==> config.mk <==
export PLATFORM = sky130hd
export DESIGN_NAME = pcs_transmit
export DESIGN_NICKNAME = d
export VERILOG_FILES = /design/src/rtl/pcs_transmit.sv
export SDC_FILE = /design/constraint.sdc
export NUM_CORES = 1
export LEC_CHECK = 0
export BUFFER_PORTS_ARGS = -buffer_cell sky130_fd_sc_hd__buf_2
export CAP_MARGIN = 20
export CORE_ASPECT_RATIO = 0.6
export CORE_UTILIZATION = 55
export CTS_BUF_LIST = sky130_fd_sc_hd__clkbuf_8
export CTS_CLUSTER_DIAMETER = 150
export DETAILED_ROUTE_END_ITERATION = 8
export GPL_TIMING_DRIVEN = 0
export MAX_ROUTING_LAYER = met4
export PLACE_DENSITY = 0.76
export SLEW_MARGIN = 30
export SYNTH_ARGS = -nofsm -noshare
export SYNTH_HDL_FRONTEND = slang
export SYNTH_SLANG_ARGS = --single-unit
==> constraint.sdc <==
create_clock -name GTX_CLK -period 11.3 [get_ports GTX_CLK]
set_input_delay 1.13 -clock GTX_CLK [delete_from_list [all_inputs] [get_ports GTX_CLK]]
set_output_delay 1.13 -clock GTX_CLK [all_outputs]
set_load 0.03 [all_outputs]
==> src/rtl/pcs_transmit.sv <==
// 1000BASE-X PCS transmit: GMII to 8b/10b code groups (xmit=DATA only).
// Define TX_ERR_PROP_EN to send /V/ for data bytes flagged by TX_ER.
module pcs_transmit (
  input  logic       GTX_CLK,
  input  logic       mr_main_reset,
  input  logic [7:0] TXD,
  input  logic       TX_EN,
  input  logic       TX_ER,
  output logic       transmitting,
  output logic [9:0] tx_code_group
);

  typedef enum logic [2:0] {
    XMIT_DATA, START_OF_PACKET, TX_PACKET, END_OF_PACKET_NOEXT, EPD2_NOEXT, EPD3
  } oset_state_e;

  localparam logic [9:0] K28_5 = 10'b0011111010;
  localparam logic [9:0] K27_7 = 10'b1101101000;
  localparam logic [9:0] K29_7 = 10'b1011101000;
  localparam logic [9:0] K23_7 = 10'b1110101000;
  localparam logic [9:0] K30_7 = 10'b0111101000;
  localparam logic [7:0] D16_2 = 8'h50;
  localparam logic [7:0] D5_6  = 8'hC5;

  function automatic logic [5:0] enc6(input logic [4:0] x);
    case (x)
      5'd0:  enc6 = 6'b100111;  5'd1:  enc6 = 6'b011101;
      5'd2:  enc6 = 6'b101101;  5'd3:  enc6 = 6'b110001;
      5'd4:  enc6 = 6'b110101;  5'd5:  enc6 = 6'b101001;
      5'd6:  enc6 = 6'b011001;  5'd7:  enc6 = 6'b111000;
      5'd8:  enc6 = 6'b111001;  5'd9:  enc6 = 6'b100101;
      5'd10: enc6 = 6'b010101;  5'd11: enc6 = 6'b110100;
      5'd12: enc6 = 6'b001101;  5'd13: enc6 = 6'b101100;
      5'd14: enc6 = 6'b011100;  5'd15: enc6 = 6'b010111;
      5'd16: enc6 = 6'b011011;  5'd17: enc6 = 6'b100011;
      5'd18: enc6 = 6'b010011;  5'd19: enc6 = 6'b110010;
      5'd20: enc6 = 6'b001011;  5'd21: enc6 = 6'b101010;
      5'd22: enc6 = 6'b011010;  5'd23: enc6 = 6'b111010;
      5'd24: enc6 = 6'b110011;  5'd25: enc6 = 6'b100110;
      5'd26: enc6 = 6'b010110;  5'd27: enc6 = 6'b110110;
      5'd28: enc6 = 6'b001110;  5'd29: enc6 = 6'b101110;
      5'd30: enc6 = 6'b011110;  default: enc6 = 6'b101011;
    endcase
  endfunction

  function automatic logic [3:0] enc4(input logic [2:0] y, input logic alt7);
    case (y)
      3'd0: enc4 = 4'b1011;  3'd1: enc4 = 4'b1001;
      3'd2: enc4 = 4'b0101;  3'd3: enc4 = 4'b1100;
      3'd4: enc4 = 4'b1101;  3'd5: enc4 = 4'b1010;
      3'd6: enc4 = 4'b0110;  default: enc4 = alt7 ? 4'b0111 : 4'b1110;
    endcase
  endfunction

  // Returns {rd_after, abcdeifghj}; tables hold the RD- form, rd=1 means positive.
  function automatic logic [10:0] encode_data(input logic [7:0] b, input logic rd_in);
    logic [4:0] x;
    logic [2:0] y;
    logic [5:0] s6;
    logic [3:0] s4;
    logic bal6, bal4, rd1, rd2, alt7;
    x = b[4:0];
    y = b[7:5];
    s6 = enc6(x);
    bal6 = ($countones(s6) == 3);
    if (rd_in && (!bal6 || x == 5'd7)) s6 = ~s6;
    rd1 = bal6 ? rd_in : ~rd_in;
    alt7 = rd1 ? (x == 5'd11 || x == 5'd13 || x == 5'd14)
               : (x == 5'd17 || x == 5'd18 || x == 5'd20);
    s4 = enc4(y, alt7);
    bal4 = ($countones(s4) == 2);
    if (rd1 && (!bal4 || y == 3'd3)) s4 = ~s4;
    rd2 = bal4 ? rd1 : ~rd1;
    encode_data = {rd2, s6, s4};
  endfunction

  oset_state_e state_q, state_d;
  logic        oset_q, oset_d;
  logic        even_q, even_d;
  logic        rd_q, rd_d;
  logic [9:0]  cg_q, cg_d;
  logic        transmitting_q, transmitting_d;
  logic [7:0]  txd_q;
  logic        kcode;
  logic [9:0]  kneg;
  logic [7:0]  dbyte;
  logic [10:0] enc;

`ifdef TX_ERR_PROP_EN
  logic er_q;
`else
  logic unused_tx_er;
  assign unused_tx_er = TX_ER;
`endif

  // Code-group generator: the ordered set is chosen by the state registered one edge earlier.
  always_comb begin
    even_d = ~even_q;
    oset_d = 1'b1;
    kcode  = 1'b1;
    kneg   = K23_7;
    dbyte  = txd_q;
    case (state_q)
      XMIT_DATA: begin
        if (oset_q) begin
          kneg   = K28_5;
          even_d = 1'b1;
          oset_d = 1'b0;
        end else begin
          kcode = 1'b0;
          dbyte = rd_q ? D16_2 : D5_6;
        end
      end
      START_OF_PACKET:     kneg = K27_7;
      END_OF_PACKET_NOEXT: kneg = K29_7;
      TX_PACKET: begin
`ifdef TX_ERR_PROP_EN
        if (er_q) kneg = K30_7;
        else      kcode = 1'b0;
`else
        kcode = 1'b0;
`endif
      end
      default: kneg = K23_7;
    endcase
    enc = encode_data(dbyte, rd_q);
    if (kcode) begin
      cg_d = rd_q ? ~kneg : kneg;
      rd_d = (kneg == K28_5) ? ~rd_q : rd_q;
    end else begin
      cg_d = enc[9:0];
      rd_d = enc[10];
    end
  end

  // Ordered-set machine moves only when the group produced on this edge closes a set.
  always_comb begin
    state_d = state_q;
    if (oset_d) begin
      case (state_q)
        XMIT_DATA:           if (TX_EN) state_d = START_OF_PACKET;
        START_OF_PACKET:     state_d = TX_PACKET;
        TX_PACKET:           if (!TX_EN) state_d = END_OF_PACKET_NOEXT;
        END_OF_PACKET_NOEXT: state_d = EPD2_NOEXT;
        EPD2_NOEXT:          state_d = even_d ? EPD3 : XMIT_DATA;
        default:             state_d = XMIT_DATA;
      endcase
    end
    transmitting_d = (state_d == START_OF_PACKET) || (state_d == TX_PACKET);
  end

  always_ff @(posedge GTX_CLK or negedge mr_main_reset) begin
    if (!mr_main_reset) begin
      state_q        <= XMIT_DATA;
      oset_q         <= 1'b1;
      even_q         <= 1'b0;
      rd_q           <= 1'b0;
      cg_q           <= 10'b0;
      transmitting_q <= 1'b0;
      txd_q          <= 8'h00;
`ifdef TX_ERR_PROP_EN
      er_q           <= 1'b0;
`endif
    end else begin
      state_q        <= state_d;
      oset_q         <= oset_d;
      even_q         <= even_d;
      rd_q           <= rd_d;
      cg_q           <= cg_d;
      transmitting_q <= transmitting_d;
      txd_q          <= TXD;
`ifdef TX_ERR_PROP_EN
      er_q           <= TX_ER;
`endif
    end
  end

  assign transmitting  = transmitting_q;
  assign tx_code_group = cg_q;

endmodule

# [Word level (Yosys, flattened, before mapping)]
# Memories as Yosys holds them, arrays and structs flattened.
# Index checks and enable logic that the tools add are counted.
[word_totals] regBits=25 mem_bits_ro=192 input_bits=12 out_inout_bits=11 memories=1
[mem_list] name="(no name shown)" depth=32 width=6 rd=1 rd_clocked_by_memory_dff=0 write_ports=0 line="26" text="case (x)"
[classes] add_sub_neg=8 n_eq_ne=23 n_mux=27 bitwise=6 n_reduce_logical=13
[ops] op="$mux W10" n=3
[ops] op="$pmux W10 S3" n=1
[ops] op="$pmux W4 S7" n=1
[ops] op="$mux W8" n=3
[ops] op="$eq A3 B2 Y1 const B" n=6
[ops] op="$eq A5 B4 Y1 const B" n=3
[ops] op="$eq A5 B5 Y1 const B" n=3
[ops] op="$pmux W3 S5" n=1
[ops] op="$eq A3 B3 Y1 const B" n=4
[ops] op="$mux W3" n=4
[ops] op="$add A1 B1 Y2" n=5
[ops] op="$eq A10 B8 Y1 const B" n=1
[ops] op="$mux W1" n=10
[ops] op="$not A10 Y10" n=1
[ops] op="$eq A3 B1 Y1 const B" n=3
[ops] op="$mux W4" n=2
[ops] op="$logic_or A1 B1 Y1" n=7
[ops] op="$add A2 B2 Y3" n=2
[ops] op="$logic_not A3 Y1" n=2
[ops] op="$mux W6" n=1
[ops] op="$not A6 Y6" n=1
[ops] op="$eq A5 B3 Y1 const B" n=1
[ops] op="$add A3 B2 Y4" n=1
[ops] op="$eq A4 B2 Y1 const B" n=1
[ops] op="6 further kinds" n=10

# [Logic depth before layout (Yosys ltp)]
# Gate-level depths: netlist of run 1.
# An unclocked memory read counts as a cell.
[depth] word_depth=20 mapped_depth=30 depth_no_buf=30

# [Worst setup path before layout of run 1]
# No wires, ideal clock.
[synth_path] kind="flip-flop to flip-flop" from="register state_q[2]" to="register cg_q[3] (netlist: tx_code_group[3])" setup_ps=122 arrival_ps=7131 required_time_ps=11178 slack_ps=4047 path_stages_with_launch=30 path_buffers=0 period_less_slack_ps=7253 path_cell_list="dfrtp_1 -> or4_4 -> nor2_1 -> a21o_1 -> inv_1 -> ha_1 -> mux2_2 -> mux4_2 -> o21a_1 -> fa_1 -> inv_1 -> fa_1 -> inv_1 -> ha_1 -> inv_1 -> fa_1 -> nand3b_1 -> xnor2_1 -> a21o_1 -> o21ai_2 -> a31oi_1 -> fa_1 -> ha_1 -> ha_1 -> nor3b_1 -> o31ai_1 -> nand2_1 -> or3_1 -> a31oi_1 -> nor3_1"
[synth_via] elab_chain_len=19 word_cells_on_any_way=47 classes_between="add/sub (8); eq/ne (17); mux (10); bitwise (2); reduce/logical (9); memory (1)"
[synth_rtl] element="start, declared" line="77" text="oset_state_e state_q, state_d;"
[synth_rtl] element="start signal, assigned" line="165" text="state_q <= state_d;"
[synth_rtl] element="$logic_not A3 Y1" line="103" text="case (state_q)"
[synth_rtl] element="$mux W8" line="103"
[synth_rtl] element="$mem_v2 Z32 W6"
[synth_rtl] element="$add A1 B1 Y2 (not written as such)" line="65" text="bal6 = ($countones(s6) == 3);"
[synth_rtl] element="$add A2 B2 Y3 (not written as such)" line="65"
[synth_rtl] element="$add A3 B2 Y4 (not written as such)" line="65"
[synth_rtl] element="$eq A4 B2 Y1" line="65"
[synth_rtl] element="$mux W1" line="67" text="rd1 = bal6 ? rd_in : ~rd_in;"
[synth_rtl] element="[4 not listed]"
[synth_rtl] element="$add A2 B2 Y3 (not written as such)" line="71" text="bal4 = ($countones(s4) == 2);"
[synth_rtl] element="$eq A3 B2 Y1" line="71"
[synth_rtl] element="$logic_not A1 Y1" line="72" text="if (rd1 && (!bal4 || y == 3'd3)) s4 = ~s4;"
[synth_rtl] element="$logic_or A1 B1 Y1" line="72"
[synth_rtl] element="$logic_and A1 B1 Y1" line="72"
[synth_rtl] element="$mux W4" line="72"
[synth_rtl] element="$mux W10 (*)" line="127" text="if (kcode) begin"
[synth_rtl] element="named net cg_d[3]" line="81" text="logic [9:0] cg_q, cg_d;"
[synth_rtl] element="end signal, assigned" line="169" text="cg_q <= cg_d;"
[synth_rtl] element="end, declared" line="81"
# Mark *: on every way through the listed nets, which the timed path passes. The rest lies on a longest branch.
# A chain may end at the register's enable or synchronous reset.

# [Final worst setup path of run 1]
[layout_path] from="register state_q[2]" to="register cg_q[1] (netlist: tx_code_group[1])"
# Same word-level chain as after synthesis.

==> reports/qor_table.md, run 1 <==
| Step | Parameter | Value |
| --- | --- | --- |
| power and ir drop | Power share of the clock group | 7.0% |
| floorplan | Die area | 3700 um2 |
| layout | Number of antenna cells inserted | 0 |
| worst setup path | Arrival time worst endpoint | 8.45 ns |
| place | GP Congestion | 0.953 |
| layout | Final core area utilization | 64.1% |
| layout | Layout Nets | 265 |
| place | Buffers on Ports | 21 |
| global routing | Vias in the first global route | 1285 |
| worst setup path | Worst-path cell with the longest stage delay | sky130_fd_sc_hd__or4_4 |
| route | Violation count after the first detailed-routing iteration | 130 |
| floorplan | Core Rows | 16 |
| yosys | Post-synth top flop | sky130_fd_sc_hd__dfrtp_1 |
| clocking | Deepest level of the CTS H-tree | 1 |
| route | Wire length reported by the detailed router | 4.15 mm |
| yosys | Mean post-synth cell area | 8.95 um2 |
| global routing | Overall track demand over capacity in global routing | 24.9% |
| yosys | Synth Instances | 212 |
| global routing | GRT met1 Usage | 40.4% |
| yosys | Parity-gate share of the synthesized area counting xor and xnor cells | 7.84% |
| flow run | Total of max-cap violations | 0 |
| layout | Multi-input combinational cell area | 1160 um2 |
| power and ir drop | Switching share of total power | 51.0% |
| power and ir drop | Worst vdd ir | 192 uV |
| timing | Final setup violating endpoints | 0 |
| power and ir drop | Power density over the cells | 340 nW/um2 |
| floorplan | Initial core utilization | 57.8% |
| layout | Commonest non-fill, non-tap cells in the layout | sky130_fd_sc_hd__dfrtp_1, sky130_fd_sc_hd__buf_2, sky130_fd_sc_hd__nand2_1 |
| global routing | Met3 usage in global routing | 4.95% |
| clocking | Worst-skew pair later-pin latency | 0.26 ns |
| yosys | Post-Synthesis Net Count | 239 |
| floorplan | Die Y-Extent | 47.5 um |
| floorplan | Ports | 23 |
| yosys | Compound-gate portion of the synthesized area | 20.0% |
| power and ir drop | Leak pwr | 0.000939 uW |
| yosys | Synthesized cell area | 1900 um2 |
| status | Outcome | finished, final reports clean |
| worst setup path | Peak per-stage delay on the critical path | 0.57 ns |
| global routing | Wire length of the first global-routing pass | 6.49 mm |
| yosys | Part of the Yosys area used for sequential elements | 33.0% |
| yosys | Number of distinct library cells after synthesis | 50 |
| clocking | Clock-pin slew of the registers on the worst-case setup and hold paths | 0.08 ns |
| worst setup path | Nature of the critical path endpoint | register |
| route | WL/cell | 14.7 um |
| yosys | Share of synthesized registers carrying an async set or reset | 100% |
| timing | RSZ-0062 raised after global routing | no |
| timing | Fmax achieved | 0.120 GHz |
| clocking | Total CTS buffers | 3 |
| timing | Worst-case clock skew | 0.00229 ns |
| hold path | Startpoint of the worst hold path | even_q |
| floorplan | Die width | 77.8 um |
| timing | Final period util | 73.7% |
| clocking | Cts hold-fix bufs | 0 |
| yosys | Synthesis warning total | 0 |
| layout | Share of layout cells above drive strength 1 | 17.7% |
| clocking | Post CTS Setup Buffer Count | 0 |
| route | Number of antenna-violating nets in the routed design | 0 |
| worst setup path | Worst R2R Start | state_q[2] |
| worst setup path | Data required time of the worst path | 11.42 ns |
| route | Number of vias in the routed layout | 1576 |
| global routing | Gr busiest metal | met1 |
| yosys | Number of flops mapped to enable cells by yosys | 0 |
| power and ir drop | Internal power consumption | 350 uW |
| yosys | Synthesized-area fraction occupied by and/or/nand/nor cells | 18.3% |
| global routing | GR Util met2 | 30.4% |
| worst setup path | Start-to-end type of the worst setup path | reg2reg |
| worst setup path | Launching element of the worst setup path | state_q[2] |
| clocking | Root buffer cell | sky130_fd_sc_hd__clkbuf_8 |
| global routing | Largest net degree at the start of global routing | 26 |
| route | Post-detailed-route DRC marker count | 0 |
| layout | Layout overhead on the synthesized area | 10.9% |
| route | Vias per Instance | 5.59 |
| timing | Fin. max-slew vios | 0 |
| clocking | Clock tree from TritonCTS | yes |
| timing | Max transition margin | 55.0% |
| timing | Setup Total Neg Slack | 0 ns |
| yosys | Register bit total from synthesis | 25 |
| yosys | Adder-cell area share of the yosys netlist | 11.5% |
| power and ir drop | Part of the power in registers | 19.8% |
| clocking | Number of resized instances in the post-cts repair step | 0 |
| global routing | Initial antenna violation count | 0 |
| timing | Time the final worst path needs with I/O delays and setup | 8.33 ns |
| route | Length of the first detailed-routing pass in iterations | 5 |
| place | DPL Wire Length | 3.19 mm |
| yosys | Multiplexer area fraction after synthesis | 3.49% |
| global routing | Remaining Overflow, GRT | 0 |
| layout | Most common cell after layout, fill and taps aside | sky130_fd_sc_hd__dfrtp_1 |
| floorplan | Core box area | 3280 um2 |
| power and ir drop | Switching power of the nets | 365 uW |
| clocking | Clock sink count | 25 |
| worst setup path | Largest fanout on the critical path | 8 |
| timing | Endpoints failing hold | 0 |
| timing | Worst slew pin tran | 0.673 ns |
| layout | Reg area | 627 um2 |
| worst setup path | Type of element launching the critical path | register |
| layout | Fillcell total | 283 |
| clocking | Maximum number of buffers from clock root to sink | 2 |
| yosys | Dominant combinational cell family by area after synthesis | compound AO/OA/AOI/OAI gates |
| hold path | Type of the tightest min-delay check | reg2reg |
| power and ir drop | Portion of total power attributed to combinational logic | 73.2% |
state kept, by name (all words and copies together), names as in the netlist:
register       cells
transmitting       1
rd_q               1
txd_q              8
even_q             1
state_q            3
tx_code_group     10
oset_q             1
power groups by stage:
| stage | sequential, uW | clock, uW | combinational, uW |
|---|---|---|---|
| after CTS | 141 | 52.9 | 519 |
| after detailed placement | 142 | 0 | 514 |
| after floorplan | 181 | 0 | 365 |
| after global routing | 145 | 56.2 | 586 |
| final | 141 | 50.3 | 524 |
| after global placement | 141 | 0 | 507 |
cells in the mapped netlist, drive strengths merged (4+ instances only):
| library cell | instances | share of area, % |
|---|---|---|
| a21oi | 16 | 4.2 |
| o21ai | 14 | 3.9 |
| fa | 4 | 4.2 |
| nand2 | 18 | 3.6 |
| clkbuf | 10 | 2.0 |
| nor2 | 18 | 3.7 |
| nor3 | 5 | 1.3 |
| inv | 12 | 2.4 |
| a31oi | 5 | 1.6 |
| dfrtp | 24 | 32 |
| buf | 5 | 1.5 |
| xnor2 | 12 | 5.5 |
| xor2 | 5 | 2.3 |
| nand3 | 4 | 1.1 |
| ha | 11 | 7.3 |
| a21o | 5 | 2.0 |
cell type report:
cell class,count,share of cell area [%]
Buffer,15,3.15
Clock buffer,3,1.96
Clock inverter,1,0.178
Inverter,12,2.14
Multi-Input combinational cell,160,55.1
Sequential cell,25,29.8
Tap cell,45,2.68
Timing Repair Buffer,21,4.99
stage by stage:
stage / setup WS [ns] / instances / hold slack (ns) / total power, uW / area [um2]
after floorplan: 4.05 / 212 / 0.421 / 546 / 1900
after global placement: 3.19 / 278 / 0.446 / 649 / 2060
after detailed placement: 3.17 / 278 / 0.461 / 657 / 2060
after CTS: 3.10 / 282 / 0.475 / 713 / 2100
after global routing: 2.56 / 282 / 0.522 / 787 / 2100
final: 2.97 / 282 / 0.472 / 715 / 2100
worst max-delay path: cells and delay by family (launching register included):
kind	cells	cell delay [ns]
AND/OR/NAND/NOR	6	2.24
AO/OA/AOI/OAI	6	1.06
adder cells (fa/ha/maj)	8	2.86
buffers and inverters	4	0.23
flip-flops	1	0.45
multiplexers	2	0.77
XOR/XNOR	2	0.57
cell families (layout without fill, tap and decap cells):
logic type | after synthesis | in the layout
flops | 25 | 25
xor+xnor | 17 | 17
compound gates | 56 | 56
mux | 5 | 5
buf+inv | 27 | 52
fa+ha+maj | 15 | 15
simple gates | 67 | 67
per-layer routing:
layer | wire length (um) | vias up
li1 | - | 792
met1 | 2340 | 721
met2 | 1510 | 61
met3 | 285 | 2
met4 | 8 | 0
met5 | 0 | -
worst paths after layout:
kind	slack, ns	cells past startpoint	endpoint
min in group asynchronous	0.84	1	even_q
setup reg to reg	2.97	28	tx_code_group[1]
hold / removal	0.47	1	even_q
hold reg to reg	0.47	1	even_q
setup / recovery	2.97	28	tx_code_group[1]
max in group asynchronous	10.10	1	oset_q
Power figures use the tool's default switching activity.
==> run 2: changes to the inputs <==
Settings changed: CORE_UTILIZATION 55 to 54, PLACE_DENSITY 0.76 to 0.78.
Clock period 11.3 ns to 7.1 ns, I/O delays scaled along.
==> reports/qor_table.md, run 2 (synthesis gave the netlist of run 1 again) <==
| Step | Parameter | Value | Delta |
| --- | --- | --- | --- |
| worst setup path | Worst R2R Start | state_q[2] | unchanged |
| clocking | Root buffer cell | sky130_fd_sc_hd__clkbuf_8 | unchanged |
| layout | Most common cell after layout, fill and taps aside | sky130_fd_sc_hd__dfrtp_1 | unchanged |
| global routing | Overall track demand over capacity in global routing | 28.2% | was 24.9% |
| timing | Worst slew pin tran | 0.684 ns | was 0.673 ns |
| route | Length of the first detailed-routing pass in iterations | 4 | was 5 |
| layout | Share of layout cells above drive strength 1 | 33.7% | was 17.7% |
| clocking | Deepest level of the CTS H-tree | 1 | unchanged |
| route | Violation count after the first detailed-routing iteration | 172 | was 130 |
| clocking | Clock sink count | 25 | unchanged |
| hold path | Type of the tightest min-delay check | in2async | was reg2reg |
| layout | Number of antenna cells inserted | 0 | unchanged |
| worst setup path | Data required time of the worst path | 7.25 ns | was 11.42 ns |
| floorplan | Die Y-Extent | 47.9 um | was 47.5 um |
| worst setup path | Kind of cell adding the most delay to the critical path | adder cells | unchanged |
| route | Post-detailed-route DRC marker count | 0 | unchanged |
| global routing | Wire length of the first global-routing pass | 7.53 mm | was 6.49 mm |
| worst setup path | Buffers & Inverters on Critical Path | 4 | unchanged |
| worst setup path | Start-to-end type of the worst setup path | reg2reg | unchanged |
| layout | Multi-input combinational cell area | 1320 um2 | was 1160 um2 |
| layout | Layout overhead on the synthesized area | 27.6% | was 10.9% |
| timing | Fmax achieved | 0.141 GHz | was 0.120 GHz |
| layout | Max reg flops | 10 | unchanged |
| layout | Fillcell total | 244 | was 283 |
| place | Buffers on Ports | 21 | unchanged |
| place | Worst slack at placement | -0.731 ns | was 3.17 ns |
| timing | Final setup violating endpoints | 0 | unchanged |
| clocking | Clock-pin slew of the registers on the worst-case setup and hold paths | 0.08 ns | about the same |
| timing | Final period util | 100% | was 73.7% |
| worst setup path | Arrival time worst endpoint | 7.25 ns | was 8.45 ns |
| floorplan | Die width | 78.5 um | was 77.8 um |
| global routing | Vias in the first global route | 1510 | was 1285 |
| route | Number of vias in the routed layout | 1761 | was 1576 |
| place | Placed Area | 2070 um2 | was 2060 um2 |
| worst setup path | Peak per-stage delay on the critical path | 0.56 ns | was 0.57 ns |
| clocking | Cts hold-fix bufs | 0 | unchanged |
| timing | Fin. max-slew vios | 0 | unchanged |
| timing | Time the final worst path needs with I/O delays and setup | 7.10 ns | was 8.33 ns |
| route | Wire length reported by the detailed router | 4.79 mm | was 4.15 mm |
| timing | Endpoints failing hold | 0 | unchanged |
| floorplan | Core Rows | 16 | unchanged |
| status | Outcome | finished, final reports clean | unchanged |
| timing | Max transition margin | 54.0% | was 55.0% |
| worst setup path | Crit path top cell by count | sky130_fd_sc_hd__fa_1 |  |
| worst setup path | Largest fanout on the critical path | 5 | was 8 |
| layout | Commonest non-fill, non-tap cells in the layout | sky130_fd_sc_hd__dfrtp_1, sky130_fd_sc_hd__buf_2, sky130_fd_sc_hd__buf_4 | was sky130_fd_sc_hd__dfrtp_1, sky130_fd_sc_hd__buf_2, sky130_fd_sc_hd__nand2_1 |
| global routing | Largest net degree at the start of global routing | 26 | unchanged |
| floorplan | Initial core utilization | 57.5% | was 57.8% |
| layout | Layout Nets | 286 | was 265 |
| flow run | Total of max-cap violations | 0 | unchanged |
| worst setup path | Launching element of the worst setup path | state_q[2] | unchanged |
| place | GP Congestion | 0.939 | was 0.953 |
| global routing | Remaining Overflow, GRT | 0 | unchanged |
| route | WL/cell | 15.8 um | was 14.7 um |
| floorplan | Ports | 23 | unchanged |
| clocking | Clock tree from TritonCTS | yes | unchanged |
| worst setup path | Type of element launching the critical path | register | unchanged |
| floorplan | Core box area | 3300 um2 | was 3280 um2 |
| layout | Post-Layout Inst Area | 2420 um2 | was 2100 um2 |
| timing | RSZ-0062 raised after global routing | yes | was no |
| clocking | Total CTS buffers | 3 | unchanged |
| timing | Setup slack after layout | 0.000791 ns | was 2.97 ns |
| timing | Setup Total Neg Slack | 0 ns | unchanged |
| clocking | Maximum number of buffers from clock root to sink | 2 | unchanged |
| floorplan | Die area | 3760 um2 | was 3700 um2 |
| layout | Reg area | 627 um2 | unchanged |
| global routing | Initial antenna violation count | 0 | unchanged |
| timing | Worst-case clock skew | 0.00456 ns | was 0.00229 ns |
| worst setup path | Nature of the critical path endpoint | register | unchanged |
| place | DPL Wire Length | 3.14 mm | was 3.19 mm |
| worst setup path | Worst-path cell with the longest stage delay | sky130_fd_sc_hd__fa_1 | was sky130_fd_sc_hd__or4_4 |
| route | Number of antenna-violating nets in the routed design | 0 | unchanged |
| clocking | Worst-skew pair later-pin latency | 0.26 ns | about the same |
| route | Vias per Instance | 5.81 | was 5.59 |
## run 2: changes by cell type in the layout (fill, tap and decap cells not counted), moves of 2 or more
cell	previous run	this run
sky130_fd_sc_hd__a21o_4	0	2
sky130_fd_sc_hd__inv_2	0	3
sky130_fd_sc_hd__o21ai_0	13	11
sky130_fd_sc_hd__ha_4	0	4
sky130_fd_sc_hd__a21o_1	5	3
sky130_fd_sc_hd__buf_4	0	21
sky130_fd_sc_hd__ha_2	0	3
sky130_fd_sc_hd__ha_1	11	4
sky130_fd_sc_hd__inv_1	13	9
## run 2: layout make-up
type / instances / share of cell area (%)
Timing Repair Buffer: 42 / 10.9
Buffer: 15 / 2.74
Clock buffer: 3 / 1.71
Inverter: 12 / 1.96
Sequential cell: 25 / 25.9
Clock inverter: 1 / 0.155
Multi-Input combinational cell: 160 / 54.4
Tap cell: 45 / 2.33
## run 2: per-stage QoR
step	std cells	util, %	hold slack (ns)
after detailed placement	278	62.6	0.475
final	303	73.3	0.422
after global placement	278	62.6	0.450
after global routing	303	73.3	0.465
after CTS	299	70.1	0.437
after floorplan	212	-	0.414
## run 2: metal layers
metal,vias up,track usage [%],part of all wire (%)
met5,-,-,0
li1,833,-,-
met3,4,7.62,9.6
met1,821,39.4,47
met2,103,41.9,43
met4,0,4.07,0.52
## run 2: timing repair
item / 4_1_cts / 5_1_grt
gates resized for setup: 18 / 15
pin swaps: 14 / 16
setup endpoints to repair: 5 / 5
setup buffers: 17 / 5
## run 2: worst paths after layout
check,end,slack [ns],cells past startpoint
worst max-delay path,tx_code_group[3],0.0008,29
worst min-delay path,tx_code_group[1],0.42,1
worst max register to register,tx_code_group[3],0.0008,29
worst min register to register,even_q,0.49,1
max in group asynchronous,oset_q,6.32,1
min in group GTX_CLK,even_q,0.49,1
Power of run 2 is not shown: default switching activity piles up to over one toggle a cycle in this logic, so the estimate is an artifact.
